`src/rtl/sgd_pkg.sv`:
```
// Shared definitions for the SGD job controller: FSM states, error codes,
// watchdog sizing and the watchdog limit helper.
package sgd_pkg;

  typedef enum logic [2:0] {
    ST_IDLE = 3'd0,
    ST_LOAD = 3'd1,
    ST_ARM  = 3'd2,
    ST_RUN  = 3'd3,
    ST_DONE = 3'd4,
    ST_ERR  = 3'd5
  } sgd_state_e;

  typedef enum logic [1:0] {
    ERR_NONE    = 2'd0,
    ERR_CFG     = 2'd1,
    ERR_SHORT   = 2'd2,
    ERR_TIMEOUT = 2'd3
  } sgd_err_e;

  localparam int unsigned WD_SLACK_DEF = 16;
  localparam int unsigned WD_WIDTH     = 24;

  // Watchdog budget: four cycles per point per epoch plus a fixed slack.
  function automatic logic [WD_WIDTH-1:0] wd_limit(
    input logic [WD_WIDTH-1:0] points,
    input logic [WD_WIDTH-1:0] epoch,
    input logic [WD_WIDTH-1:0] slack
  );
    logic [WD_WIDTH-1:0] prod_s;
    prod_s = points * epoch;
    return {prod_s[WD_WIDTH-3:0], 2'b00} + slack;
  endfunction

endpackage

```
`src/rtl/sgd_watchdog.sv`:
```
// Run-time watchdog: counts enabled cycles since the last clear and pulses
// expire on the cycle in which the count reaches the limit.
module sgd_watchdog
  import sgd_pkg::*;
(
  input  logic                CLK,
  input  logic                RST,
  input  logic                clear,
  input  logic                enable,
  input  logic [WD_WIDTH-1:0] limit,
  output logic                expire
);

  logic [WD_WIDTH-1:0] cnt_r;

  // Cycle counter: restarts on clear, advances while enabled.
  always_ff @(posedge CLK) begin
    if (RST) begin
      cnt_r <= {WD_WIDTH{1'b0}};
    end else if (clear) begin
      cnt_r <= {WD_WIDTH{1'b0}};
    end else if (enable) begin
      cnt_r <= cnt_r + WD_WIDTH'(1);
    end else begin
      cnt_r <= cnt_r;
    end
  end

  // Expire pulse on the enabled cycle whose increment reaches the limit.
  always_comb begin
    expire = 1'b0;
    if (enable && !clear && ((cnt_r + WD_WIDTH'(1)) == limit)) begin
      expire = 1'b1;
    end else begin
      expire = 1'b0;
    end
  end

endmodule

```
`src/rtl/sgd_job_ctrl.sv`:
```
// SGD job controller: accepts a job configuration, streams the dataset into
// RAM, sequences the engine reset/start and supervises the run.
module sgd_job_ctrl
  import sgd_pkg::*;
#(
  parameter int ADDR_WIDTH = 12,
  parameter int DATA_WIDTH = 256,
  parameter int WD_SLACK   = WD_SLACK_DEF
) (
  input  logic                  CLK,
  input  logic                  RST,
  input  logic                  cfg_valid,
  output logic                  cfg_ready,
  input  logic [3:0]            cfg_feat,
  input  logic [ADDR_WIDTH-1:0] cfg_points,
  input  logic [7:0]            cfg_epoch,
  input  logic [3:0]            cfg_lr,
  input  logic                  ld_valid,
  output logic                  ld_ready,
  input  logic [DATA_WIDTH-1:0] ld_data,
  input  logic                  ld_last,
  input  logic                  start,
  input  logic                  abort,
  output logic                  ram_we,
  output logic [ADDR_WIDTH-1:0] ram_addr,
  output logic [DATA_WIDTH-1:0] ram_wdata,
  input  logic [ADDR_WIDTH-1:0] eng_addr,
  input  logic                  eng_done,
  output logic                  eng_rst,
  output logic                  eng_hold,
  output logic [3:0]            eng_feat,
  output logic [ADDR_WIDTH-1:0] eng_points,
  output logic [7:0]            eng_epoch,
  output logic [3:0]            eng_lr,
  output logic                  busy,
  output logic                  done,
  output logic [1:0]            err
);

  localparam logic [ADDR_WIDTH-1:0] ADDR_ZERO = {ADDR_WIDTH{1'b0}};
  localparam logic [ADDR_WIDTH-1:0] ADDR_ONE  = ADDR_WIDTH'(1);

  sgd_state_e            state_r, state_nxt_s;
  logic [3:0]            feat_r, lr_r;
  logic [ADDR_WIDTH-1:0] points_r, cnt_r, ram_addr_r;
  logic [7:0]            epoch_r;
  logic [DATA_WIDTH-1:0] ram_wdata_r;
  logic                  ram_we_r, arm_seen_r, start_pend_r;
  logic                  done_r, eng_hold_r;
  logic [1:0]            err_r;
  logic                  in_run_s, cfg_acc_s, cfg_bad_s, ld_acc_s, load_end_s;
  logic                  go_s, hold_s, wd_expire_s;
  logic [WD_WIDTH-1:0]   wd_limit_s;

  assign in_run_s   = (state_r == ST_RUN);
  assign cfg_ready  = (state_r == ST_IDLE) || (state_r == ST_DONE) || (state_r == ST_ERR);
  assign ld_ready   = (state_r == ST_LOAD);
  assign cfg_acc_s  = cfg_valid && cfg_ready;
  assign cfg_bad_s  = (cfg_points == ADDR_ZERO) || (cfg_feat == 4'd0) || (cfg_epoch == 8'd0);
  assign ld_acc_s   = ld_valid && ld_ready && !abort;
  assign load_end_s = (cnt_r == (points_r - ADDR_ONE));
  // arm_seen_r marks that eng_rst has already been high for one full ARM cycle.
  assign go_s       = arm_seen_r && (start || start_pend_r);
  assign wd_limit_s = wd_limit(WD_WIDTH'(points_r), WD_WIDTH'(epoch_r), WD_WIDTH'(WD_SLACK));

  sgd_watchdog u_watchdog (
    .CLK    (CLK),
    .RST    (RST),
    .clear  (!in_run_s),
    .enable (in_run_s),
    .limit  (wd_limit_s),
    .expire (wd_expire_s)
  );

  // State register.
  always_ff @(posedge CLK) begin
    if (RST) begin
      state_r <= ST_IDLE;
    end else begin
      state_r <= state_nxt_s;
    end
  end

  // Next-state logic; abort outranks completion, eng_done and the watchdog.
  always_comb begin
    state_nxt_s = state_r;
    hold_s      = 1'b0;
    case (state_r)
      ST_IDLE: begin
        if (cfg_acc_s) state_nxt_s = cfg_bad_s ? ST_ERR : ST_LOAD;
        else           state_nxt_s = ST_IDLE;
      end
      ST_LOAD: begin
        if (abort)                       state_nxt_s = ST_IDLE;
        else if (ld_acc_s && load_end_s) state_nxt_s = ST_ARM;
        else if (ld_acc_s && ld_last)    state_nxt_s = ST_ERR;
        else                             state_nxt_s = ST_LOAD;
      end
      ST_ARM: begin
        if (abort)     state_nxt_s = ST_IDLE;
        else if (go_s) state_nxt_s = ST_RUN;
        else           state_nxt_s = ST_ARM;
      end
      ST_RUN: begin
        if (abort) begin
          state_nxt_s = ST_IDLE;
          hold_s      = 1'b1;
        end else if (eng_done) begin
          state_nxt_s = ST_DONE;
        end else if (wd_expire_s) begin
          state_nxt_s = ST_ERR;
          hold_s      = 1'b1;
        end else begin
          state_nxt_s = ST_RUN;
        end
      end
      ST_DONE, ST_ERR: begin
        if (abort || cfg_acc_s) state_nxt_s = ST_IDLE;
        else                    state_nxt_s = state_r;
      end
      default: begin
        state_nxt_s = ST_IDLE;
      end
    endcase
  end

  // Job configuration registers, captured on an IDLE handshake.
  always_ff @(posedge CLK) begin
    if (RST) begin
      feat_r   <= 4'd0;
      points_r <= ADDR_ZERO;
      epoch_r  <= 8'd0;
      lr_r     <= 4'd0;
    end else if ((state_r == ST_IDLE) && cfg_acc_s) begin
      feat_r   <= cfg_feat;
      points_r <= cfg_points;
      epoch_r  <= cfg_epoch;
      lr_r     <= cfg_lr;
    end else begin
      feat_r   <= feat_r;
      points_r <= points_r;
      epoch_r  <= epoch_r;
      lr_r     <= lr_r;
    end
  end

  // Dataset write port: each accepted beat is written one cycle later.
  always_ff @(posedge CLK) begin
    if (RST) begin
      ram_we_r    <= 1'b0;
      ram_addr_r  <= ADDR_ZERO;
      ram_wdata_r <= {DATA_WIDTH{1'b0}};
      cnt_r       <= ADDR_ZERO;
    end else begin
      ram_we_r <= ld_acc_s;
      if (ld_acc_s) begin
        ram_addr_r  <= cnt_r;
        ram_wdata_r <= ld_data;
        cnt_r       <= cnt_r + ADDR_ONE;
      end else if ((state_r == ST_IDLE) && cfg_acc_s) begin
        ram_addr_r  <= ram_addr_r;
        ram_wdata_r <= ram_wdata_r;
        cnt_r       <= ADDR_ZERO;
      end else begin
        ram_addr_r  <= ram_addr_r;
        ram_wdata_r <= ram_wdata_r;
        cnt_r       <= cnt_r;
      end
    end
  end

  // ARM sequencing: remember an early start until the engine reset has settled.
  always_ff @(posedge CLK) begin
    if (RST) begin
      arm_seen_r   <= 1'b0;
      start_pend_r <= 1'b0;
    end else begin
      arm_seen_r   <= (state_r == ST_ARM);
      start_pend_r <= (state_r == ST_ARM) && (start || start_pend_r);
    end
  end

  // Status: done, error code and the one-cycle engine hold pulse.
  always_ff @(posedge CLK) begin
    if (RST) begin
      done_r     <= 1'b0;
      err_r      <= ERR_NONE;
      eng_hold_r <= 1'b0;
    end else begin
      eng_hold_r <= hold_s;
      if (cfg_acc_s)                               done_r <= 1'b0;
      else if (in_run_s && state_nxt_s == ST_DONE) done_r <= 1'b1;
      else                                         done_r <= done_r;
      if ((state_r == ST_IDLE) && cfg_acc_s)               err_r <= cfg_bad_s ? ERR_CFG : ERR_NONE;
      else if ((state_r == ST_LOAD) && state_nxt_s == ST_ERR) err_r <= ERR_SHORT;
      else if (in_run_s && state_nxt_s == ST_ERR)           err_r <= ERR_TIMEOUT;
      else                                                  err_r <= err_r;
    end
  end

  assign ram_we     = ram_we_r;
  assign ram_addr   = in_run_s ? eng_addr : ram_addr_r;
  assign ram_wdata  = ram_wdata_r;
  assign eng_rst    = !in_run_s;
  assign eng_hold   = eng_hold_r;
  assign eng_feat   = feat_r;
  assign eng_points = points_r;
  assign eng_epoch  = epoch_r;
  assign eng_lr     = lr_r;
  assign busy       = (state_r == ST_LOAD) || (state_r == ST_ARM) || in_run_s;
  assign done       = done_r;
  assign err        = err_r;

endmodule

```
`config.mk`:
```
export PLATFORM = sky130hd
export DESIGN_NAME = sgd_job_ctrl
export DESIGN_NICKNAME = d
export VERILOG_FILES = /design/src/rtl/sgd_pkg.sv /design/src/rtl/sgd_watchdog.sv /design/src/rtl/sgd_job_ctrl.sv
export SDC_FILE = /design/constraint.sdc
export NUM_CORES = 1
export LEC_CHECK = 0
export CORE_AREA = 4 4 236 238
export CTS_BUF_LIST = sky130_fd_sc_hd__clkbuf_2 sky130_fd_sc_hd__clkbuf_4 sky130_fd_sc_hd__clkbuf_8
export DETAILED_ROUTE_END_ITERATION = 8
export DIE_AREA = 0 0 240 242
export PLACE_DENSITY_LB_ADDON = 0.15
export SLEW_MARGIN = 30
export SYNTH_ARGS = -nofsm -noshare
export SYNTH_HDL_FRONTEND = slang
export SYNTH_SLANG_ARGS = --single-unit
```
`constraint.sdc`:
```
create_clock -name CLK -period 15.96 [get_ports CLK]
set_input_delay 1.596 -clock CLK [delete_from_list [all_inputs] [get_ports CLK]]
set_output_delay 1.596 -clock CLK [all_outputs]
set_load 0.01 [all_outputs]
```
# Word level (Yosys, flattened, before mapping)
# Cells that the tools add are included.
[totals]
romBits = 0
latch_bits = 0
reg_bits = 342
word_cells = 84
input_bits = 304
ramBits = 0
output_inout_bits = 305
memories = 0
[classes]
n_bitwise = 1
multipliers = 1
n_reduce_logical = 31
n_addsub = 4
div = 0
n_shift = 0
magnitude_cmp = 0
n_mux = 23
n_eq_ne = 9
[op_table]
columns = ["operator", "count"]
rows = [
  ["two-way mux 12 bit", 3],
  ["two-way mux 3 bit", 9],
  ["adder 24 x 1 -> 24 bit (second input constant)", 1],
  ["equality test 24 x 23 -> 1 bit", 1],
  ["adder 22 x 5 -> 23 bit (second input constant)", 1],
  ["multiplier 12 x 8 -> 20 bit", 1],
  ["one-hot mux 3 bit (5 select lines)", 1],
  ["adder 12 x 1 -> 12 bit (second input constant)", 1],
  ["equality test 12 bit", 1],
  ["equality test 3 bit (second input constant)", 4],
  ["logical AND 1 bit", 12],
  ["zero test 12 bit", 1],
  ["subtractor 12 x 1 -> 12 bit (second input constant)", 1],
  ["zero test 8 bit", 1],
  ["logical OR 1 bit", 8],
  ["two-way mux 2 bit", 4],
  ["equality test 3 x 2 -> 1 bit (second input constant)", 2],
  ["two-way mux 1 bit", 6],
  ["OR reduction 2 bit", 3],
  ["zero test 4 bit", 1],
  ["equality test 3 x 1 -> 1 bit (second input constant)", 1],
  ["zero test 3 bit", 1],
  ["nonzero test 3 bit", 1],
  ["zero test 1 bit", 2],
  ["2 further kinds", 2],
]

# Logic depth before layout (Yosys ltp)
# Gate-level depths: netlist of run 1.
[logic_depth]
depth_word = 14
mapped_depth = 24
mapped_depth_nobuf = 20

# Modules after synthesis
# Synthesis of run 1 repeated with hierarchy kept, for this count alone.
[unflattened]
hier_cells = 2158
area_unflattened_um2 = 16958.8
[by_module_without_submodules]
columns = ["mod", "cells_per_inst", "instances", "area_each_um2", "seq_area_each_um2"]
rows = [
  ["sgd_job_ctrl", 1935, 1, 15150.8, 6366.1],
  ["sgd_watchdog", 223, 1, 1808.0, 480.5],
]

# Worst setup path before layout of run 1
# OpenSTA, ideal clock, no wires.
[synth_timing]
path_kind = "register to register"
from = "register points_r[2], in the netlist eng_points[2]"
to = "register state_r[1]"
arrival_ns = 6.139
t_required_ns = 15.844
path_buffers = 2
setup_ns = 0.116
period_less_slack_ns = 6.255
path_slack_ns = 9.705
path_stages_with_launch = 20
cell_sequence = "dfxtp_1 -> clkbuf_1 -> clkbuf_1 -> nand2_1 -> fa_1 -> fa_1 -> fa_1 -> fa_1 -> inv_1 -> ha_1 -> and3_1 -> a211oi_4 -> o221ai_2 -> xnor2_1 -> or3b_4 -> or4_1 -> nor2_1 -> mux2i_1 -> or4_4 -> a31o_2"
[synth_via]
elab_chain_len = 9
word_cells_on_any_way = 14
classes_between = "add/sub (2); mul (1); eq/ne (2); mux (7); reduce/logical (2)"
[synth_lines]
columns = ["item", "line", "text"]
rows = [
  ["start: declaration", "sgd_job_ctrl.sv:45", "logic [ADDR_WIDTH-1:0] points_r, cnt_r, ram_addr_r;"],
  ["start signal: assignment", "sgd_job_ctrl.sv:136", "points_r <= cfg_points;"],
  ["start signal: assignment", "sgd_job_ctrl.sv:141", "points_r <= points_r;"],
  ["multiplier 12 x 8 -> 20 bit", "sgd_pkg.sv:31", "prod_s = points * epoch;"],
  ["adder 22 x 5 -> 23 bit", "sgd_pkg.sv:32", "return {prod_s[WD_WIDTH-3:0], 2'b00} + slack;"],
  ["equality test 24 x 23 -> 1 bit", "sgd_watchdog.sv:32", "if (enable && !clear && ((cnt_r + WD_WIDTH'(1)) == limit)) begin"],
  ["logical AND 1 bit", "sgd_watchdog.sv:32", ""],
  ["two-way mux 1 bit", "sgd_watchdog.sv:32", ""],
  ["two-way mux 3 bit", "sgd_job_ctrl.sv:110", "end else if (wd_expire_s) begin"],
  ["two-way mux 3 bit", "sgd_job_ctrl.sv:108", "end else if (eng_done) begin"],
  ["two-way mux 3 bit", "sgd_job_ctrl.sv:105", "if (abort) begin"],
  ["one-hot mux 3 bit (5 select lines) (*)", "sgd_job_ctrl.sv:88", "case (state_r)"],
  ["end signal: assignment", "sgd_job_ctrl.sv:80", "state_r <= state_nxt_s;"],
  ["end: declaration", "sgd_job_ctrl.sv:43", "sgd_state_e state_r, state_nxt_s;"],
]
# Every way passes the cells marked *; elsewhere a longest branch is shown, timed or not.
# A chain may end at the register's enable or synchronous reset.

# Worst setup path in the final report of run 1
[layout_timing]
from = "register epoch_r[4], in the netlist eng_epoch[4]"
to = "register state_r[1]"
[layout_via]
elab_chain_len = 9
[layout_lines]
columns = ["item", "line", "text"]
rows = [
  ["start: declaration", "sgd_job_ctrl.sv:46", "logic [7:0] epoch_r;"],
  ["start signal: assignment", "sgd_job_ctrl.sv:137", "epoch_r <= cfg_epoch;"],
  ["start signal: assignment", "sgd_job_ctrl.sv:142", "epoch_r <= epoch_r;"],
  ["multiplier 12 x 8 -> 20 bit", "sgd_pkg.sv:31", ""],
  ["adder 22 x 5 -> 23 bit", "sgd_pkg.sv:32", ""],
  ["equality test 24 x 23 -> 1 bit", "sgd_watchdog.sv:32", ""],
  ["logical AND 1 bit", "sgd_watchdog.sv:32", ""],
  ["two-way mux 1 bit", "sgd_watchdog.sv:32", ""],
  ["two-way mux 3 bit", "sgd_job_ctrl.sv:110", ""],
  ["two-way mux 3 bit", "sgd_job_ctrl.sv:108", ""],
  ["two-way mux 3 bit", "sgd_job_ctrl.sv:105", ""],
  ["one-hot mux 3 bit (5 select lines)", "sgd_job_ctrl.sv:88", ""],
]
# Every way passes these cells.

==> results.ini, run 1 <==
[sta]
period_minus_slack_ps=6729
finalHoldViolations=0
rsz0062_at_grt=no
setup_viol_count_final=0
finalCritPeriodShare=0.4216
maxSlewHeadroom=0.3696
fmax_ghz=0.1486
maxSlewViolCount=0
fin_worst_skew_ps=38.09
finalSetupTns_ps=0
worst_pin_slew_ps=945.6

[yosys]
synthesis.nets=2529
ys_ff_latch=342
syn_avg_cell_area_um2=7.825
synthArstFlopShare=0
netlist_area_um2=16590
yosys_warnings=0
ys_seq_area_frac=0.4127
synth_edf_count=0
ys.flop_type=dfxtp_1
synth_cells=2120
synth_cell_type_count=63

[cts]
cts_tree=done
cts_root_buffer=clkbuf_8
cts_buffer_depth=3
htreeDepth=3
holdBufCountCts=0
clk_latency_ps=620
post_cts_resized=0
path_clk_slew_ps=60
numClockSinks=342
cts_setup_buffers=0
cts_made_buffers=67

[layout]
final_nets=3074
drive_gt1_frac=0.05689
stdcell_count=3411
syn2layout_area_growth_pct=47.73

[placed_design]
place_hpwl_um=55480
gp_congestion=0.8865
port_buffers=608
dpl.cell_count=3291

[worst_hold_path]
min_path_type=flop to flop

[drt]
routed_wl_um=72270
vias=16667
firstDrtPassIters=5
routed_via_density=4.886
drtAntennaViolNets=0
routedWlPerCell_um=21.19
drc_errors=0
drt-initial-drc-count=1171

[die]
die_area_um2=58080
start_util=0.3095
die-height_um=242
ioPinCount=609
core_um2=53600
die_w_um=240
rows=85

[critical_path]
worst_ep_required_time_ps=16440
worst_setup_path_start_kind=flop
crit_arrival_ps=7210
path_max_fanout=14
crit_type=flop to flop
cp-end-kind=flop

[global_routing]
antenna_found_initial=33
grt_pass1_wl_um=104400
grt_max_degree=199
overflow=0
grt_pass1_vias=16055
track_usage=0.2386

[status]
status=complete, no violations

[power]
powerDensity_nw_per_um2=84.74
leakagePower_nw=8.865
finalPower_mw=2.077
peakVddDrop_mv=0.06269

[job]
cap_violations=0

-- through the flow --
step                        util  instance area (µm²)  setup WS, ps  hold slack, ps
after floorplan                -                16590          9705           432.9
after global placement    0.4307                23080          9361           440.1
after detailed placement  0.4308                23090          9245           445.7
after CTS                 0.4562                24450          9218           453.8
after global routing      0.4570                24500          8765           465.7
final                     0.4572                24510          9231           449.8
-- area by class of cell --
class | count | area (µm²)
fillers | 5417 | 29090
inverters | 70 | 262.8
repair buffers | 618 | 6198
clock inverters | 13 | 131.4
well taps | 696 | 870.8
multi-input cells | 1566 | 8949
clock buffers | 98 | 1230
flip-flops and latches | 342 | 6847
diodes | 8 | 20.02
-- kinds of logic (layout without fill, tap and decap cells) --
logic type,count (synthesis),in the layout,share of synthesized area
xor gates and xnor gates,74,74,0.03907
other,0,8,0
buffers and inverters,212,799,0.04940
AOI/OAI and AO/OA,409,409,0.1349
adders and majority gates,105,105,0.1063
muxes,20,20,0.01335
and+or+nand+nor,958,958,0.2443
DFF,342,342,0.4127
-- routing by layer --
layer / wire length, µm / part of all wire / global-route usage
met1: 28600 / 0.40 / 0.2909
met2: 34040 / 0.47 / 0.3852
met3: 7974 / 0.11 / 0.1122
met4: 1336 / 0.018 / 0.05177
met5: 315 / 0.0044 / 0
-- registers in the layout, summed over array words and instances (netlist names) --
signal,flops
eng_points,12
done,1
eng_hold,1
u_watchdog.cnt_r,24
eng_epoch,8
cnt_r,12
ram_addr_r,12
arm_seen_r,1
state_r,3
eng_feat,4
eng_lr,4
err,2
start_pend_r,1
ram_we,1
ram_wdata,256
-- synth_stat cells, types with 12 or more instances --
| cell | instances | area (µm²) |
|---|---|---|
| a21o_1 | 13 | 97.59 |
| a21oi_1 | 334 | 1672 |
| and2_1 | 50 | 312.8 |
| clkbuf_1 | 133 | 499.2 |
| dfxtp_1 | 342 | 6847 |
| fa_1 | 60 | 1201 |
| ha_1 | 45 | 563.0 |
| inv_1 | 70 | 262.8 |
| mux2_2 | 13 | 146.4 |
| nand2_1 | 699 | 2624 |
| nand3_1 | 29 | 145.1 |
| nand4_1 | 12 | 75.07 |
| nor2_1 | 85 | 319.1 |
| nor3_1 | 18 | 90.09 |
| nor4_1 | 14 | 87.58 |
| o21ai_0 | 18 | 90.09 |
| xnor2_1 | 38 | 332.8 |
| xor2_1 | 36 | 315.3 |
-- power breakdown --
group / internal [mW] / switching [mW] / total (mW)
Sequential: 0.874 / 0.0248 / 0.899
Combinational: 0.139 / 0.123 / 0.263
Clock: 0.525 / 0.390 / 0.915
-- placed cells by master, fill, tap and decap left out, types with 7 or more instances in the layout --
cell type,n
and2_1,49
nor4_1,12
o21ai_0,18
buf_4,8
nand3_1,29
and3_1,11
nand2_1,697
a31oi_1,9
nor3_1,18
clkbuf_8,79
clkbuf_4,19
nor2_1,85
dfxtp_1,342
clkinv_2,7
ha_1,45
diode_2,8
and4_1,7
xnor2_1,38
xor2_1,36
a21o_1,13
inv_1,70
clkdlybuf4s50_1,607
fa_1,60
a21oi_1,334
nand4_1,12
mux2_2,13
-- critical path: stages (launching register included) --
cell and delay (ps):
dfxtp_1 670, nand2_1 160, fa_1 580, fa_1 450, fa_1 530, fa_1 550, inv_1 40, ha_1 440
a21oi_1 410, mux2i_1 230, o211ai_1 160, nor4_1 330, and3_1 470, mux2_4 330, mux2i_1 120, a21oi_1 80
a211o_1 250, or4_4 530, a31o_2 260
-- path summary, 6_finish.rpt --
path | slack, ps | to | cells after the start | from
min | 450 | ram_wdata[28] | 2 | ram_wdata[28]
max | 9230 | state_r[1] | 18 | eng_epoch[4]
max reg2reg | 9230 | state_r[1] | 18 | eng_epoch[4]
min reg2reg | 450 | ram_wdata[28] | 2 | ram_wdata[28]
Note: power is estimated with default switching activity, not from simulation.
==> run 2, diff against run 1 <==
--- a/config.mk
+++ b/config.mk
@@ -5,10 +5,10 @@
 export SDC_FILE = /design/constraint.sdc
 export NUM_CORES = 1
 export LEC_CHECK = 0
-export CORE_AREA = 4 4 236 238
+export CORE_AREA = 4 4 232 234
 export CTS_BUF_LIST = sky130_fd_sc_hd__clkbuf_2 sky130_fd_sc_hd__clkbuf_4 sky130_fd_sc_hd__clkbuf_8
 export DETAILED_ROUTE_END_ITERATION = 8
-export DIE_AREA = 0 0 240 242
+export DIE_AREA = 0 0 236 238
 export PLACE_DENSITY_LB_ADDON = 0.15
 export SLEW_MARGIN = 30
 export SYNTH_ARGS = -nofsm -noshare
==> constraint.sdc (replaced) <==
create_clock -name CLK -period 6.4 [get_ports CLK]
set_input_delay 0.64 -clock CLK [delete_from_list [all_inputs] [get_ports CLK]]
set_output_delay 0.64 -clock CLK [all_outputs]
set_load 0.01 [all_outputs]
==> results.ini, run 2 (same netlist as run 1, synthesis figures left out) <==
[sta]
maxSlewHeadroom=0.3194
maxSlewViolCount=0
worst_pin_slew_ps=1021
finalWorstSetupSlack_ps=279.8
hold_ws_ps=450.7
setup_viol_count_final=0
period_minus_slack_ps=6120
finalSetupTns_ps=0
finalHoldViolations=0
fmax_ghz=0.1634
fin_worst_skew_ps=34.24
finalCritPeriodShare=0.9563

[global_routing]
grt_max_degree=210
overflow=0
antenna_found_initial=27
grt_pass1_wl_um=104200
grt_pass1_vias=16758
track_usage=0.2408

[power]
p_int_mw=3.782
pwr-share-comb=0.133
power_switching_mw=1.345
powerDensity_nw_per_um2=207.3
seq_power_share=0.436
pwr-share-clk=0.431
leakagePower_nw=8.988
swShare=0.2623
peakVddDrop_mv=0.1502

[cts]
cts_buffer_depth=3
post_cts_resized=0
numClockSinks=342
cts_made_buffers=66
cts_tree=done
path_clk_slew_ps=60
holdBufCountCts=0
cts_root_buffer=clkbuf_8
htreeDepth=3
cts_setup_buffers=0
clk_latency_ps=630

[die]
die_w_um=236
die-height_um=238
start_util=0.3189
core_um2=52020
rows=84
ioPinCount=609
die_area_um2=56170

[critical_path]
path_max_fanout=11
r2r_end=state_r[2]
worst_setup_path_start_kind=flop
critPathLaunch=eng_points[5]
crit_arrival_ps=6650
reg2reg_slack_ps=280
r2r_cells=17
crit_type=flop to flop
endpoint=state_r[2]
worst_ep_required_time_ps=6930
r2r_start=eng_points[5]
cp-end-kind=flop

[status]
status=complete, no violations

[layout]
final_nets=3100
syn2layout_area_growth_pct=49.11
largest_reg_flops=256
final_util=0.4755
multi_input_area_um2=8972
final_common_cell=nand2_1
final_cell_mix=nand2_1 (697), clkdlybuf4s50_1 (607), a21oi_1 (333)
postLayoutCellArea_um2=24740
nFillCells=5169
drive_gt1_frac=0.07206
regArea_um2=6872

[drt]
drc_errors=0
drtAntennaViolNets=0
routed_via_density=4.894
routed_wl_um=71030
vias=16782
drt-initial-drc-count=1015
routedWlPerCell_um=20.71
firstDrtPassIters=5

[job]
cap_violations=0

[worst_hold_path]
min_path_type=flop to flop

[placed_design]
gp_congestion=0.8904
place_hpwl_um=54540
port_buffers=608
postPlaceCellArea_um2=23310
place_ws_ps=12.00

run 2: layout make-up:
class,instances,area share
tap,688,0.03480
clock inverter,11,0.003844
antenna,7,0.0007081
clock buffer,100,0.05008
sequential,342,0.2778
inverter,70,0.01062
timing repair buffer,645,0.2594
multi-input combinational,1566,0.3627
run 2: worst min path at each step:
stage                              start              to  slack (ps)  cells after the start
final                      ram_wdata[25]   ram_wdata[25]         450                      2
after CTS                 ram_wdata[139]  ram_wdata[139]         450                      2
after floorplan            ram_addr_r[0]   ram_addr_r[0]         430                      2
after global placement     ram_wdata[23]   ram_wdata[23]         440                      2
after global routing       ram_wdata[44]   ram_wdata[44]         470                      2
after detailed placement  ram_wdata[201]  ram_wdata[201]         450                      2
run 2: layer usage:
metal / GRT usage / vias to the layer above / share of wire / routed length (µm)
met5: 0 / - / 0.0034 / 241
met4: 0.05731 / 40 / 0.022 / 1552
met3: 0.08911 / 120 / 0.081 / 5758
met2: 0.4014 / 491 / 0.48 / 33790
met1: 0.2983 / 8051 / 0.42 / 29690
li1: - / 8080 / - / -
run 2: power groups by stage:
stage / Sequential [mW] / Combinational [mW] / Clock [mW]
finish: 2.23 / 0.683 / 2.21
global route: 2.24 / 0.742 / 2.38
CTS: 2.23 / 0.685 / 2.28
detailed placement: 2.28 / 0.681 / 0
global placement: 2.27 / 0.677 / 0
floorplan: 2.28 / 0.271 / 0
run 2: per-stage QoR:
stage          cells  power, mW
2_1_floorplan   2120      2.547
3_3_place_gp    3311      2.951
3_5_place_dp    3311      2.958
4_1_cts         3422      5.201
5_1_grt         3426      5.357
6_report        3429      5.127
run 2: critical path, stage by stage (launching register included):
cell and delay (ps):
dfxtp_2 480, nand2_1 120, fa_1 540, fa_1 440
fa_1 540, fa_1 550, inv_1 40, ha_1 360
and3_1 210, a211oi_4 310, o221ai_2 190, xnor2_1 170
or3b_4 430, or4_1 570, nor2_1 120, mux2i_1 80
or4_4 560, o41ai_2 290
